--- src/rtl/wrr_pop_scheduler_pkg.sv ---
// Shared types and helpers for the weighted round-robin pop scheduler.
package wrr_pop_scheduler_pkg;

    typedef enum logic [1:0] {
        StIdle  = 2'd0,
        StScan  = 2'd1,
        StServe = 2'd2
    } state_e;

    // Index width that stays at least 1 bit for degenerate sizes.
    function automatic int unsigned idx_width(input int unsigned n);
        return (n > 1) ? $clog2(n) : 1;
    endfunction

endpackage

--- src/rtl/wrr_pop_scheduler_if.sv ---
// FIFO-bank / output-mux side signals of the scheduler, bundled with modports.
interface wrr_pop_scheduler_if
    import wrr_pop_scheduler_pkg::*;
#(
    parameter int unsigned QUEUE_QUANTITY = 4,
    parameter int unsigned DATA_BITS      = 8,
    parameter int unsigned MAX_WEIGHT     = 64
);
    localparam int unsigned W   = idx_width(MAX_WEIGHT);
    localparam int unsigned SEL = idx_width(QUEUE_QUANTITY);

    logic                        enb;
    logic [QUEUE_QUANTITY*W-1:0] pesos;
    logic [QUEUE_QUANTITY-1:0]   buf_empty;
    logic                        out_ready;
    logic [QUEUE_QUANTITY-1:0]   pop;
    logic [SEL-1:0]              selector;
    logic                        selector_enb;
    // FIFO read word on its way to the mux; the scheduler never looks at it.
    logic [DATA_BITS-1:0]        data;

    modport master (
        input  enb, pesos, buf_empty, out_ready,
        output pop, selector, selector_enb
    );

    modport slave (
        output enb, pesos, buf_empty, out_ready, data,
        input  pop, selector, selector_enb
    );

endinterface

--- src/rtl/wrr_pop_scheduler_rr_next_eligible.sv ---
// Circular priority encoder: first eligible index strictly after ptr, wrapping around.
module wrr_pop_scheduler_rr_next_eligible #(
    parameter int unsigned QUEUE_QUANTITY = 4,
    parameter int unsigned SEL            = 2
) (
    input  logic [QUEUE_QUANTITY-1:0] eligible,
    input  logic [SEL-1:0]            ptr,
    output logic [SEL-1:0]            next,
    output logic                      found
);

    logic [SEL-1:0] idx;

    // Walk offsets from farthest to nearest so the nearest eligible queue wins.
    always_comb begin
        next  = '0;
        found = 1'b0;
        idx   = '0;
        for (int i = QUEUE_QUANTITY; i >= 1; i--) begin
            idx = SEL'((int'(ptr) + i) % QUEUE_QUANTITY);
            if (eligible[idx]) begin
                next  = idx;
                found = 1'b1;
            end
        end
    end

endmodule

--- src/rtl/wrr_pop_scheduler.sv ---
// Weighted round-robin pop scheduler: grants bursts of up to pesos[q] pops to each FIFO in turn.
module wrr_pop_scheduler
    import wrr_pop_scheduler_pkg::*;
#(
    parameter int unsigned QUEUE_QUANTITY = 4,
    parameter int unsigned MAX_WEIGHT     = 64
) (
    input logic               clk,
    input logic               rst,
    wrr_pop_scheduler_if.master bus
);

    localparam int unsigned W   = idx_width(MAX_WEIGHT);
    localparam int unsigned SEL = idx_width(QUEUE_QUANTITY);

    state_e                    fsm;
    logic [SEL-1:0]            ptr;
    logic [SEL-1:0]            cur;
    logic [W-1:0]              credit;
    logic [SEL-1:0]            selector;
    logic                      selector_enb;
    logic [QUEUE_QUANTITY-1:0] eligible;
    logic [QUEUE_QUANTITY-1:0] pop;
    logic [SEL-1:0]            next_q;
    logic [W-1:0]              next_weight;
    logic                      found;
    logic                      pop_any;

    always_comb begin
        eligible = '0;
        for (int q = 0; q < QUEUE_QUANTITY; q++) begin
            eligible[q] = !bus.buf_empty[q] && (bus.pesos[q*W +: W] != '0);
        end
    end

    wrr_pop_scheduler_rr_next_eligible #(
        .QUEUE_QUANTITY (QUEUE_QUANTITY),
        .SEL            (SEL)
    ) u_next (
        .eligible (eligible),
        .ptr      (ptr),
        .next     (next_q),
        .found    (found)
    );

    always_comb begin
        next_weight = bus.pesos[int'(next_q)*W +: W];
        pop_any     = (fsm == StServe) && bus.enb && bus.out_ready && !bus.buf_empty[cur];
        pop         = '0;
        pop[cur]    = pop_any;
    end

    always_ff @(posedge clk) begin
        if (rst) begin
            fsm          <= StIdle;
            ptr          <= SEL'(QUEUE_QUANTITY - 1);
            cur          <= '0;
            credit       <= '0;
            selector     <= '0;
            selector_enb <= 1'b0;
        end else if (!bus.enb) begin
            selector_enb <= 1'b0;
        end else begin
            // Output stage lines up with the one-cycle FIFO read latency.
            selector_enb <= pop_any;
            if (pop_any) selector <= cur;
            unique case (fsm)
                StIdle: begin
                    if (|eligible) fsm <= StScan;
                end
                StScan: begin
                    if (found) begin
                        cur    <= next_q;
                        ptr    <= next_q;
                        credit <= next_weight;
                        fsm    <= StServe;
                    end else begin
                        fsm <= StIdle;
                    end
                end
                StServe: begin
                    // An emptied FIFO forfeits its remaining credit.
                    if (bus.buf_empty[cur]) begin
                        fsm <= StScan;
                    end else if (pop_any) begin
                        if (credit == W'(1)) fsm <= StScan;
                        else                 credit <= credit - W'(1);
                    end
                end
                default: fsm <= StIdle;
            endcase
        end
    end

    assign bus.pop          = pop;
    assign bus.selector     = selector;
    assign bus.selector_enb = selector_enb;

endmodule
--- src/flat_wrapper.sv ---
// flat-port wrapper written by rule: the top's interface ports become plain ports
module wrr_pop_scheduler_flat import wrr_pop_scheduler_pkg::*;
#(
    parameter int unsigned QUEUE_QUANTITY = 4,
    parameter int unsigned MAX_WEIGHT     = 64
)
  (clk, rst, bus_enb, bus_pesos, bus_buf_empty, bus_out_ready, bus_pop, bus_selector, bus_selector_enb);
  wrr_pop_scheduler_if #(.QUEUE_QUANTITY(QUEUE_QUANTITY), .MAX_WEIGHT(MAX_WEIGHT)) bus_i ();
  input logic clk;
  input logic rst;
  input wire logic [$bits(bus_i.enb)-1:0] bus_enb;
  input wire logic [$bits(bus_i.pesos)-1:0] bus_pesos;
  input wire logic [$bits(bus_i.buf_empty)-1:0] bus_buf_empty;
  input wire logic [$bits(bus_i.out_ready)-1:0] bus_out_ready;
  output wire logic [$bits(bus_i.pop)-1:0] bus_pop;
  output wire logic [$bits(bus_i.selector)-1:0] bus_selector;
  output wire logic [$bits(bus_i.selector_enb)-1:0] bus_selector_enb;
  assign bus_i.enb = bus_enb;
  assign bus_i.pesos = bus_pesos;
  assign bus_i.buf_empty = bus_buf_empty;
  assign bus_i.out_ready = bus_out_ready;
  assign bus_pop = bus_i.pop;
  assign bus_selector = bus_i.selector;
  assign bus_selector_enb = bus_i.selector_enb;
  wrr_pop_scheduler #(.QUEUE_QUANTITY(QUEUE_QUANTITY), .MAX_WEIGHT(MAX_WEIGHT)) u_core (.clk(clk), .rst(rst), .bus(bus_i));
endmodule
--- config.mk ---
export PLATFORM = sky130hd
export DESIGN_NAME = wrr_pop_scheduler_flat
export DESIGN_NICKNAME = d
export VERILOG_FILES = /design/src/rtl/wrr_pop_scheduler_pkg.sv /design/src/rtl/wrr_pop_scheduler_if.sv /design/src/rtl/wrr_pop_scheduler_rr_next_eligible.sv /design/src/rtl/wrr_pop_scheduler.sv /design/src/flat_wrapper.sv
export SDC_FILE = /design/constraint.sdc
export NUM_CORES = 1
export LEC_CHECK = 0
export ABC_CLOCK_PERIOD_IN_PS = 3600
export CORE_MARGIN = 10
export CORE_UTILIZATION = 50
export CTS_BUF_LIST = sky130_fd_sc_hd__clkbuf_4
export DETAILED_ROUTE_END_ITERATION = 6
export HOLD_SLACK_MARGIN = 0.12
export PLACE_DENSITY = 0.95
export SYNTH_ARGS = -nofsm -noshare
export SYNTH_HDL_FRONTEND = slang
export SYNTH_SLANG_ARGS = --single-unit
--- constraint.sdc ---
create_clock -name clk -period 3.6 [get_ports clk]
set_clock_uncertainty 0.15 [all_clocks]
set_input_delay 0.54 -clock clk [delete_from_list [all_inputs] [get_ports clk]]
set_output_delay 0.54 -clock clk [all_outputs]
set_load 0.01 [all_outputs]
== Word-level counts from Yosys, hierarchy flattened ==
Cells that the tools add are included.
Storage, ports and cells
  word-level logic and storage cells: 87
  register bits: 15
  output and inout port bits: 7
Operators by class
  add/subtract/negate cells: 5
  order comparisons: 6
  bitwise operators: 2
  reduce and logical (&&, ||, !) cells: 25
  multipliers: 1
  shift operators: 1
  equality and inequality tests: 10
  mux-type cells: 31
Operators with widths (number)
  6-bit two-way mux: 4
  6-bit nonzero test: 4
  24-bit by 6-bit indexed part select with 6-bit output: 1
  2-bit two-way mux: 9
  2-bit by 3-bit less-than comparator with 1-bit output (second input constant): 5
  6-bit case mux with 2 select lines: 1
  1-bit binary-select mux with 2-bit select: 5
  1-bit two-way mux: 10
  1-bit logical AND: 8
  6-bit by 1-bit equality test with 1-bit output (second input constant): 1
  2-bit by 1-bit inequality test with 1-bit output (second input constant): 3
  2-bit case mux with 3 select lines: 1
  6-bit AND reduction: 1
  6-bit by 1-bit subtractor with 6-bit output (second input constant): 1
  1-bit logical NOT: 5
  2-bit by 1-bit adder with 2-bit output (second input constant): 2
  2-bit adder (second input constant): 2
  4-bit AND: 1
  2-bit by 2-bit multiplier with 4-bit output (second input constant): 1
  2-bit inequality test (second input constant): 2
  4-bit AND reduction: 1
  4-bit OR reduction: 1
  3-bit by 2-bit inequality test with 1-bit output (second input constant): 1
  3-bit inequality test (second input constant): 1
  other kinds (10): 10

== Logic depth before layout (Yosys ltp) ==
  word-level depth: 12
  depth in mapped cells: 9
  depth with buffers taken out: 8

== Cells and area by module ==
From an unflattened synthesis, not the netlist that was laid out.
Unflattened totals
  cells, all modules: 143
  area total of the unflattened synthesis: 1182.4 um2
Modules (own cells, without submodules)
  wrr_pop_scheduler: sequential area each 300.3 um2, instances 1, area an instance 1091.0 um2, cells an instance 129
  wrr_pop_scheduler_rr_next_eligible: sequential area each 0.0 um2, instances 1, area an instance 91.3 um2, cells an instance 14

== Worst setup path before layout ==
Ideal clock, no wire load.
  path kind: input-to-output
  start point: in bus_buf_empty[3]
  end point: out bus_pop[2]
  setup slack: 1.239 ns
  data arrival time: 1.671 ns
  path buffers: 0
  stages on the path: 4
  path through: mux4_2 > nor2_4 > nand3_1 > nor3b_1
Between the ends
  cells in the longest elaborated chain, start to end: 5
RTL lines
  start: declaration: line flat_wrapper.sv:13  | input wire logic [$bits(bus_i.buf_empty)-1:0] bus_buf_empty;
  1-bit binary-select mux with 2-bit select: line wrr_pop_scheduler.sv:48  | pop_any = (fsm == StServe) && bus.enb && bus.out_ready && !bus.buf_empty[cur];
  1-bit two-way mux (not written as such): line wrr_pop_scheduler.sv:48
  1-bit logical NOT: line wrr_pop_scheduler.sv:48
  1-bit logical AND: line wrr_pop_scheduler.sv:48
  4-bit AND (no source line)
  end: declaration: line flat_wrapper.sv:15  | output wire logic [$bits(bus_i.pop)-1:0] bus_pop;
No other way between the ends. The select of a mux whose other input is x is not followed.

== Worst setup path in the final report ==
Ends and elaborated chain as after synthesis.

==> impl_metrics.csv <==
group,metric,value,unit
power_and_ir_drop,power.density,266,mW/mm²
yosys,synthCells,170,
clocking,ctsHoldBuffers,0,
worst_setup_path,end_kind,"output port",
clocking,cts_tree,"done",
placed_design,portBuffers,38,
drt,drt-pass1-iter-count,4,
worst_setup_path,worstPathArrival,2650,ps
sta,timing.hold.ws,312,ps
clocking,cts_max_path_buffers,2,
cells_and_area,fin_util,0.679,
yosys,synth_top_cell_area_share,0.232,
grt,grt_max_degree,19,
worst_setup_path,r2r_setup_slack,1120,ps
floorplan,ios,39,
yosys,ys_warn_count,0,
floorplan,start_util,0.522,
drt,drt_wl_total,3500,µm
cells_and_area,fin_nets,237,
yosys,synth_area,0.00129,mm²
min_path,whs_path_depth,2,
yosys,syn_nets,204,
yosys,synth_top_cell_by_area,"dfxtp_1",
worst_setup_path,cp-start-kind,"input pin",
worst_setup_path,required,2910,ps
drt,route.detailed.drc,0,
cells_and_area,area_growth,30.1,%
power_and_ir_drop,totalPowerFinal,0.000447,W
grt,grt_pass1_vias,1302,
grt,grt_pass1_wl,5810,µm
drt,wl_per_cell,15.1,µm
cells_and_area,fillerInstances,217,
sta,finalSetupViolations,0,
cells_and_area,ff_latch_area,300,µm²
sta,slew_headroom,0.488,
sta,max_freq,299,MHz
cells_and_area,n_antenna_cell,0,
sta,worst_slew_pin_slew,769,ps
floorplan,die_w,70.8,µm
sta,post-route-period-util,0.928,
yosys,synth_seq_cells,15,
clocking,numCtsBuffers,3,
worst_setup_path,path_class,"in2out",
min_path,min_path_type,"reg2reg",
clocking,clk_pin_slew,100,ps
yosys,synthFlopType,"dfxtp_1",
sta,rsz0062_at_grt,"false",
yosys,synth_area_leaders,"dfxtp_1, nand3_1, nor2_1",
floorplan,fp.dieArea,0.00502,mm²
sta,finalHoldViolCount,0,
drt,vias,1369,
worst_setup_path,crit_fanout,5,
yosys,synth_async_sr_flop_share,0,
power_and_ir_drop,peakVddDrop,0.243,mV
yosys,synth-edff-count,0,
outcome,status,"complete, no violations",
min_path,hp-start,"u_core.bus.selector[0]$_SDFFE_PP0P_",
sta,setup_tns,0,ps
grt,gr-usage-all-layers,0.133,
drt,vias_per_cell,5.90,
power_and_ir_drop,p_leak,0.581,nW
placed_design,hpwl,2860,µm
sta,setup_slack,259,ps
grt,antenna_found_initial,0,
yosys,ys_types,51,
clocking,h-tree-depth,1,
clocking,cts.repair.resized,0,
yosys,avgSynthCellArea,7.60,µm²
placed_design,post-place-ws,270,ps
worst_setup_path,rr_worst_depth,7,
cells_and_area,multiInputGateArea,925,µm²
clocking,post_cts_buffers,0,
floorplan,die_y,70.8,µm
min_path,hold-path-endpoint,"u_core.bus.selector[0]$_SDFFE_PP0P_",
placed_design,gp_congestion,0.883,
cells_and_area,drive_above_1_share,0.114,
clocking,cts.sinks,15,
sta,drv_slew,0,
worst_setup_path,r2r-start,"u_core.cur[0]$_SDFFE_PP0P_",
clocking,cts-root-buf,"clkbuf_4",
floorplan,core_area,0.00248,mm²
yosys,ys_seq_area_frac,0.232,
worst_setup_path,r2r_end,"u_core.credit[4]$_SDFFE_PP0P_",
drt,drt_iter0_markers,100,
sta,period_needed,3340,ps
run,maxCapViolations,0,
drt,detail-route-antenna-nets,0,
floorplan,rows,18,
grt,overflow,0,
clocking,clkLatencyLatePin,290,ps
-- layer usage --
metal  up-vias  global-route usage  wire length (µm)
li1        699                   -                 -
met1       630               0.159              1510
met2        40               0.229              1730
met3         0              0.0488               259
met4         0             0.00860                 0
met5         -                   0                 0
-- sequential cells by signal, summed over array words and instances (netlist names) --
name	flops
u_core.credit	6
u_core.bus.selector	2
u_core.cur	2
u_core.fsm	2
u_core.ptr	2
u_core.bus.selector_enb	1
-- synth_stat cells (3+ instances only) --
library cell / count
nor3_1: 4
nand3_1: 24
nor2_1: 23
a21oi_1: 11
o21ai_1: 5
nand2_1: 13
o21ai_0: 10
dfxtp_1: 15
inv_1: 3
mux2i_1: 4
clkbuf_1: 3
-- kinds of logic after synthesis --
kind of cell,after synthesis,synth area share
multiplexers,6,0.0571
buffers and inverters,13,0.0523
flip-flops,15,0.232
AO/OA/AOI/OAI,50,0.297
AND/OR/NAND/NOR,84,0.342
adder cells (fa/ha/maj),2,0.0194
-- worst max-delay path, cell delays in order --
cell and delay (ps):
clkdlybuf4s50_1 440, mux4_2 530, nor2_4 130, nand3_1 190
nor3b_1 240, clkdlybuf4s50_1 570
-- layout make-up --
type                            count  share of cell area
Clock buffer                        3              0.0134
Clock inverter                      1             0.00298
Inverter                            3             0.00670
Multi-Input combinational cell    142               0.550
Sequential cell                    15               0.179
Tap cell                           30              0.0223
Timing Repair Buffer               38               0.226
-- how the worst max path moves through the flow --
stage                           startpoint         end  slack, ps  depth (start not counted)
after global placement    bus_buf_empty[1]  bus_pop[2]        300                          6
after floorplan           bus_buf_empty[3]  bus_pop[2]       1240                          4
after global routing      bus_buf_empty[1]  bus_pop[2]         90                          6
after detailed placement  bus_buf_empty[3]  bus_pop[2]        270                          6
after CTS                 bus_buf_empty[3]  bus_pop[2]        260                          6
final                     bus_buf_empty[3]  bus_pop[2]        260                          6
-- per-stage QoR --
step | instance area (µm²) | cells
after floorplan | 1290 | 170
after global placement | 1650 | 228
after detailed placement | 1650 | 228
after CTS | 1680 | 232
after global routing | 1680 | 232
final | 1680 | 232
-- where the power goes --
part	internal (W)	total [W]	switching, W
clock	0.0000414	0.0000996	0.0000582
sequential	0.000174	0.000185	0.0000109
combinational	0.0000769	0.000162	0.0000852
-- placed cells by master, fill, tap and decap left out, types with 3 or more instances in the layout --
cell,n
a21oi_1,11
clkbuf_4,3
clkdlybuf4s50_1,38
dfxtp_1,15
inv_1,3
mux2i_1,4
nand2_1,13
nand3_1,24
nor2_1,23
nor3_1,4
o21ai_0,10
o21ai_1,5
No activity file was read; power rests on OpenSTA's default activity.
